**config.mk**
```make
export PLATFORM = sky130hd
export DESIGN_NAME = ppu_a12_filter_flat
export DESIGN_NICKNAME = d
export VERILOG_FILES = /design/src/rtl/ppu_a12_filter_if.sv /design/src/rtl/ppu_a12_filter.sv /design/src/flat_wrapper.sv
export SDC_FILE = /design/constraint.sdc
export NUM_CORES = 1
export LEC_CHECK = 0
export ABC_AREA = 1
export BUFFER_PORTS_ARGS = -buffer_cell sky130_fd_sc_hd__buf_4
export CORE_MARGIN = 3
export CORE_UTILIZATION = 30
export CTS_CLUSTER_SIZE = 25
export DETAILED_ROUTE_END_ITERATION = 16
export GPL_TIMING_DRIVEN = 0
export PLACE_DENSITY = 0.49
export SLEW_MARGIN = 20
export SYNTH_ARGS = -nofsm -noshare
export SYNTH_HDL_FRONTEND = slang
export SYNTH_SLANG_ARGS = --single-unit
```
**constraint.sdc**
```tcl
create_clock -name clk_i -period 1.2 [get_ports clk_i]
set_input_delay 0.06 -clock clk_i [delete_from_list [all_inputs] [get_ports clk_i]]
set_output_delay 0.06 -clock clk_i [all_outputs]
set_load 0.01 [all_outputs]
```
**src/rtl/ppu_a12_filter_if.sv**
```systemverilog
// rtl/ppu_a12_filter_if.sv - cartridge pin inputs and conditioned A12/M2 event outputs
interface ppu_a12_filter_if;
  logic       ppu_a12;
  logic       cpu_m2;
  logic       cnt_clr;
  logic       a12_lvl;
  logic       a12_pe;
  logic       a12_ne;
  logic       a12_qpe;
  logic       m2_fall;
  logic [7:0] qpe_cnt;

  modport master (
    output ppu_a12, cpu_m2, cnt_clr,
    input  a12_lvl, a12_pe, a12_ne, a12_qpe, m2_fall, qpe_cnt
  );

  modport slave (
    input  ppu_a12, cpu_m2, cnt_clr,
    output a12_lvl, a12_pe, a12_ne, a12_qpe, m2_fall, qpe_cnt
  );
endinterface

```
**src/rtl/ppu_a12_filter.sv**
```systemverilog
// rtl/ppu_a12_filter.sv - A12/M2 synchroniser, A12 deglitcher and qualified-rise strobe generator
// Optional qualified-rise statistics counter enabled by defining A12_STAT_EN.
module ppu_a12_filter #(
  parameter int SYNC_STAGES = 2,
  parameter int GLITCH_CYC  = 2,
  parameter int M2_LOW_MIN  = 3
) (
  input  logic              clk_i,
  input  logic              map_rst_i,
  ppu_a12_filter_if.slave   bus
);

  localparam logic [3:0] GLITCH_LAST = 4'(GLITCH_CYC - 1);
  localparam logic [3:0] LOW_MIN     = 4'(M2_LOW_MIN);

  logic [SYNC_STAGES-1:0] a12_sync_q;
  logic [SYNC_STAGES-1:0] m2_sync_q;
  logic                   a12_s;
  logic                   m2_s;

  logic                   m2_prev_q;
  logic                   m2_fall_q, m2_fall_d;
  logic [3:0]             gctr_q, gctr_d;
  logic                   lvl_q, lvl_d;
  logic                   pe_q, pe_d;
  logic                   ne_q, ne_d;
  logic                   qpe_q, qpe_d;
  logic [3:0]             low_ctr_q, low_ctr_d;

  assign a12_s = a12_sync_q[SYNC_STAGES-1];
  assign m2_s  = m2_sync_q[SYNC_STAGES-1];

  // A new level is accepted once GLITCH_CYC consecutive synced samples disagree with it.
  always_comb begin
    gctr_d = 4'd0;
    lvl_d  = lvl_q;
    pe_d   = 1'b0;
    ne_d   = 1'b0;
    if (a12_s != lvl_q) begin
      if (gctr_q == GLITCH_LAST) begin
        lvl_d = a12_s;
        pe_d  = a12_s;
        ne_d  = ~a12_s;
      end else begin
        gctr_d = gctr_q + 4'd1;
      end
    end
  end

  // Qualification uses the low time as it stood before this clock's update.
  always_comb begin
    m2_fall_d = m2_prev_q & ~m2_s;
    qpe_d     = pe_d & (low_ctr_q >= LOW_MIN);
    low_ctr_d = low_ctr_q;
    if (lvl_q) begin
      low_ctr_d = 4'd0;
    end else if (m2_fall_q && (low_ctr_q < LOW_MIN)) begin
      low_ctr_d = low_ctr_q + 4'd1;
    end
  end

  always_ff @(posedge clk_i) begin
    if (map_rst_i) begin
      a12_sync_q <= '0;
      m2_sync_q  <= '0;
      m2_prev_q  <= 1'b0;
      m2_fall_q  <= 1'b0;
      gctr_q     <= 4'd0;
      lvl_q      <= 1'b0;
      pe_q       <= 1'b0;
      ne_q       <= 1'b0;
      qpe_q      <= 1'b0;
      low_ctr_q  <= LOW_MIN;
    end else begin
      a12_sync_q <= {a12_sync_q[SYNC_STAGES-2:0], bus.ppu_a12};
      m2_sync_q  <= {m2_sync_q[SYNC_STAGES-2:0], bus.cpu_m2};
      m2_prev_q  <= m2_s;
      m2_fall_q  <= m2_fall_d;
      gctr_q     <= gctr_d;
      lvl_q      <= lvl_d;
      pe_q       <= pe_d;
      ne_q       <= ne_d;
      qpe_q      <= qpe_d;
      low_ctr_q  <= low_ctr_d;
    end
  end

`ifdef A12_STAT_EN
  logic [7:0] qpe_cnt_q, qpe_cnt_d;

  always_comb begin
    qpe_cnt_d = qpe_cnt_q;
    if (bus.cnt_clr) begin
      qpe_cnt_d = 8'h00;
    end else if (qpe_q && (qpe_cnt_q != 8'hFF)) begin
      qpe_cnt_d = qpe_cnt_q + 8'h01;
    end
  end

  always_ff @(posedge clk_i) begin
    if (map_rst_i) begin
      qpe_cnt_q <= 8'h00;
    end else begin
      qpe_cnt_q <= qpe_cnt_d;
    end
  end

  assign bus.qpe_cnt = qpe_cnt_q;
`else
  logic unused_cnt_clr;
  assign unused_cnt_clr = bus.cnt_clr;
  assign bus.qpe_cnt    = 8'h00;
`endif

  assign bus.a12_lvl = lvl_q;
  assign bus.a12_pe  = pe_q;
  assign bus.a12_ne  = ne_q;
  assign bus.a12_qpe = qpe_q;
  assign bus.m2_fall = m2_fall_q;

endmodule

```
**src/flat_wrapper.sv**
```systemverilog
// flat-port wrapper written by rule: the top's interface ports become plain ports
module ppu_a12_filter_flat 
#(
  parameter int SYNC_STAGES = 2,
  parameter int GLITCH_CYC  = 2,
  parameter int M2_LOW_MIN  = 3
)
  (clk_i, map_rst_i, bus_ppu_a12, bus_cpu_m2, bus_cnt_clr, bus_a12_lvl, bus_a12_pe, bus_a12_ne, bus_a12_qpe, bus_m2_fall, bus_qpe_cnt);
  ppu_a12_filter_if bus_i ();
  input  logic clk_i;
  input  logic map_rst_i;
  input wire logic [$bits(bus_i.ppu_a12)-1:0] bus_ppu_a12;
  input wire logic [$bits(bus_i.cpu_m2)-1:0] bus_cpu_m2;
  input wire logic [$bits(bus_i.cnt_clr)-1:0] bus_cnt_clr;
  output wire logic [$bits(bus_i.a12_lvl)-1:0] bus_a12_lvl;
  output wire logic [$bits(bus_i.a12_pe)-1:0] bus_a12_pe;
  output wire logic [$bits(bus_i.a12_ne)-1:0] bus_a12_ne;
  output wire logic [$bits(bus_i.a12_qpe)-1:0] bus_a12_qpe;
  output wire logic [$bits(bus_i.m2_fall)-1:0] bus_m2_fall;
  output wire logic [$bits(bus_i.qpe_cnt)-1:0] bus_qpe_cnt;
  assign bus_i.ppu_a12 = bus_ppu_a12;
  assign bus_i.cpu_m2 = bus_cpu_m2;
  assign bus_i.cnt_clr = bus_cnt_clr;
  assign bus_a12_lvl = bus_i.a12_lvl;
  assign bus_a12_pe = bus_i.a12_pe;
  assign bus_a12_ne = bus_i.a12_ne;
  assign bus_a12_qpe = bus_i.a12_qpe;
  assign bus_m2_fall = bus_i.m2_fall;
  assign bus_qpe_cnt = bus_i.qpe_cnt;
  ppu_a12_filter #(.SYNC_STAGES(SYNC_STAGES), .GLITCH_CYC(GLITCH_CYC), .M2_LOW_MIN(M2_LOW_MIN)) u_core (.clk_i(clk_i), .map_rst_i(map_rst_i), .bus(bus_i));
endmodule
```
==> impl_metrics.prom <==
# TYPE chip_impl_metric gauge
chip_impl_info{name="synth_top_cells_by_area",value="dfxtp_1 (51%), nor2_1 (9.1%), buf_4 (8.5%)"} 1
chip_impl_metric{name="cpPeakStageDelay",unit="ns"} 0.37
chip_impl_metric{name="syn2layout_area_growth",unit="%"} 24.0
chip_impl_metric{name="first_iter_violations",unit=""} 0
chip_impl_metric{name="synthesized_instance_count",unit=""} 82
chip_impl_metric{name="place_congestion",unit=""} 0.660
chip_impl_metric{name="final.setup_skew",unit="ns"} 0.00667
chip_impl_metric{name="die_height",unit="um"} 54.4
chip_impl_metric{name="period_minus_slack",unit="ns"} 1.03
chip_impl_metric{name="area.sequential",unit="um2"} 360
chip_impl_metric{name="synth.ff_latch_count",unit=""} 18
chip_impl_metric{name="data_required_time_of_the_critical_path",unit="ns"} 1.42
chip_impl_metric{name="grt_start_max_net_pins",unit=""} 11
chip_impl_metric{name="detailroute.via_count",unit=""} 495
chip_impl_metric{name="power.leakage",unit="uW"} 0.000421
chip_impl_info{name="yosys-top-cells-count",value="dfxtp_1 (18), nor2_1 (17), inv_1 (11)"} 1
chip_impl_metric{name="vdd.ir_drop.worst",unit="mV"} 0.605
chip_impl_metric{name="netlist-cell-type-count",unit=""} 16
chip_impl_metric{name="multiInputGateArea",unit="um2"} 263
chip_impl_metric{name="finish.net_count",unit=""} 111
chip_impl_metric{name="grt_first_pass_wirelength",unit="um"} 1660
chip_impl_metric{name="share_of_the_clock_period_used_by_the_worst_path_after_layout",unit=""} 0.862
chip_impl_metric{name="fmax",unit="MHz"} 967
chip_impl_metric{name="route.final.wire_length",unit="um"} 964
chip_impl_metric{name="design.core.area",unit="um2"} 2080
chip_impl_metric{name="max_cap_viols",unit=""} 0
chip_impl_metric{name="synth-seq-area-share",unit=""} 0.512
chip_impl_metric{name="asyncSetResetFlopFracSynth",unit=""} 0
chip_impl_metric{name="power.density",unit="nW/um2"} 1200
chip_impl_info{name="crit_path_end_kind",value="flip-flop"} 1
chip_impl_metric{name="synth_edf_count",unit=""} 0
chip_impl_metric{name="synthesis.area",unit="um2"} 703
chip_impl_info{name="routed.top_layer",value="met4"} 1
chip_impl_metric{name="layout-drive-gt1-share",unit=""} 0.216
chip_impl_info{name="rsz0062_at_grt",value="no"} 1
chip_impl_metric{name="die_width",unit="um"} 54.4
chip_impl_metric{name="detailed_place_hpwl",unit="um"} 760
chip_impl_metric{name="cts_made_buffers",unit=""} 3
chip_impl_metric{name="syn-mean-instance-area",unit="um2"} 8.58
chip_impl_metric{name="cts_num_sinks",unit=""} 18
chip_impl_metric{name="timing.setup.tns",unit="ns"} 0
chip_impl_metric{name="postRouteAntennaNets",unit=""} 0
chip_impl_metric{name="num_rows",unit=""} 16
chip_impl_metric{name="post_cts.resized_instances",unit=""} 0
chip_impl_info{name="cts_tree",value="yes"} 1
chip_impl_metric{name="yosysWarningCount",unit=""} 0
chip_impl_metric{name="slew_viol_final",unit=""} 0
chip_impl_metric{name="dr_wl_met3",unit="um"} 86
chip_impl_metric{name="number_of_setup_violations_in_the_final_report",unit=""} 0
chip_impl_metric{name="post_drt_via_cell_ratio",unit=""} 3.84
chip_impl_metric{name="final_standard_cell_count_with_taps_included_and_fillers_excluded",unit=""} 129
chip_impl_metric{name="dr_wl_met2",unit="um"} 418
chip_impl_metric{name="post-place-cells",unit=""} 123
chip_impl_metric{name="groute.usage.overall",unit=""} 0.0795
chip_impl_metric{name="floorplan.die_area",unit="um2"} 2960
chip_impl_metric{name="worstPathArrival",unit="ns"} 1.26
chip_impl_metric{name="drt_pre_antenna_iters",unit=""} 1
chip_impl_info{name="worst_path_max_delay_cell",value="dfxtp_1"} 1
chip_impl_info{name="min_path_type",value="in2reg"} 1
chip_impl_metric{name="drt-wirelength-per-cell",unit="um"} 7.47
chip_impl_metric{name="floorplan.initialDensity",unit=""} 0.338
chip_impl_metric{name="cts.htree.levels",unit=""} 1
chip_impl_metric{name="hold_viol_final",unit=""} 0
chip_impl_metric{name="cts_max_path_buffers",unit=""} 2
chip_impl_metric{name="clk_transition_reported_paths",unit="ns"} 0.11
chip_impl_metric{name="first_global_vias",unit=""} 420
chip_impl_metric{name="grt_overflow_total",unit=""} 0
chip_impl_metric{name="clkLatencyLatePin",unit="ns"} 0.28
chip_impl_metric{name="antenna_found_initial",unit=""} 0
chip_impl_metric{name="n_antenna_cell",unit=""} 0
chip_impl_info{name="setup.worst_path.class",value="reg2reg"} 1
chip_impl_info{name="startpoint_type",value="flip-flop"} 1
chip_impl_info{name="ys_dominant_reg_cell",value="dfxtp_1"} 1
chip_impl_metric{name="crit_path_max_fanout",unit=""} 4
chip_impl_info{name="netlist.top_cell.by_area",value="dfxtp_1"} 1
chip_impl_metric{name="post-route-util",unit=""} 0.419
chip_impl_info{name="clk_root_buffer_cell",value="clkbuf_4"} 1
chip_impl_metric{name="port-buffer-count",unit=""} 7
chip_impl_metric{name="fillerInstances",unit=""} 206
chip_impl_info{name="outcome",value="finished, final reports clean"} 1
chip_impl_info{name="worst_path_cell_chain",value="inv_1, ha_1, nand2_1, nand3_2, nor2_1"} 1
chip_impl_metric{name="remaining_drc_errors",unit=""} 0
chip_impl_metric{name="io_pins",unit=""} 18
chip_impl_info{name="post-synth-top-count-cell",value="dfxtp_1"} 1
chip_impl_metric{name="yosys.area.top_type_share",unit=""} 0.512
chip_impl_metric{name="met1_length",unit="um"} 449
==> report_power, final <==
part | internal, uW | switching [uW]
sequential | 607 | 5.55
clock | 184 | 182
combinational | 35.5 | 35.3
==> stage by stage <==
stage / hold slack (ns) / total power (uW) / area (um2) / worst slack (ns)
2_1_floorplan: 0.167 / 680 / 729 / 0.266
4_1_cts: 0.0608 / 1060 / 872 / 0.153
3_3_place_gp: 0.260 / 691 / 816 / 0.190
5_1_grt: 0.0821 / 1110 / 872 / 0.0330
6_report: 0.0597 / 1050 / 872 / 0.166
3_5_place_dp: 0.268 / 692 / 816 / 0.176
==> sequential cells by signal (all words and copies together), names as in the netlist, 2 cells and up <==
name,flops
u_core.gctr_q,4
u_core.m2_sync_q,2
u_core.low_ctr_q,4
u_core.a12_sync_q,2
==> path summary, 6_finish.rpt <==
kind,slack [ns],depth (start not counted),start,to
worst max-delay path,0.17,5,u_core.gctr_q[1],u_core.gctr_q[0]
worst max register to register,0.17,5,u_core.gctr_q[1],u_core.gctr_q[0]
worst min register to register,0.41,2,u_core.a12_sync_q[0],u_core.a12_sync_q[1]
worst min-delay path,0.06,2,map_rst_i,u_core.m2_sync_q[0]
==> worst max-delay path: cells and delay by family (launching register included) <==
kind / cells / cell delay (ns)
buffers and inverters: 1 / 0.05
adder cells (fa/ha/maj): 1 / 0.20
AND/OR/NAND/NOR: 3 / 0.36
flip-flops: 1 / 0.37
==> per-layer routing <==
layer  GRT usage  up-vias
li1            -      274
met1      0.0995      205
met2       0.118       14
met3      0.0245        2
met4      0.0498        0
met5           0        -
==> timing repair <==
| action | CTS | global route |
|---|---|---|
| hold buffers | 2 | 0 |
| hold endpoints to repair | 2 | 0 |
| buffers inserted | 0 | 0 |
==> layout by cell type, fill, tap and decap left out <==
master / netlist / layout
nand3_2: 1 / 1
clkbuf_4: 0 / 3
clkbuf_8: 0 / 1
nand2_1: 7 / 7
nand3_1: 7 / 7
nand4_1: 1 / 1
conb_1: 1 / 8
nor4_2: 1 / 1
ha_1: 3 / 3
buf_4: 8 / 15
dfxtp_1: 18 / 18
buf_2: 1 / 1
nor2_1: 17 / 17
inv_1: 11 / 11
a21oi_1: 1 / 1
dlygate4sd3_1: 0 / 2
nor3_1: 2 / 2
xor2_1: 2 / 2
xnor2_1: 1 / 1
==> cell families after synthesis <==
logic type / count (synthesis) / share of synthesized area
buffers and inverters: 20 / 0.151
DFF: 18 / 0.512
AOI/OAI and AO/OA: 1 / 0.00711
adders and majority gates: 3 / 0.0534
and+or+nand+nor: 36 / 0.233
xor gates and xnor gates: 3 / 0.0374
other: 1 / 0.00533
==> layout make-up <==
type                            count  area share
Sequential cell                    18       0.413
Multi-Input combinational cell     51       0.301
Timing Repair Buffer                9      0.0832
Buffer                              9      0.0746
Inverter                           11      0.0473
Clock buffer                        4      0.0416
Tap cell                           27      0.0387
Note: power is estimated with default switching activity, not from simulation.
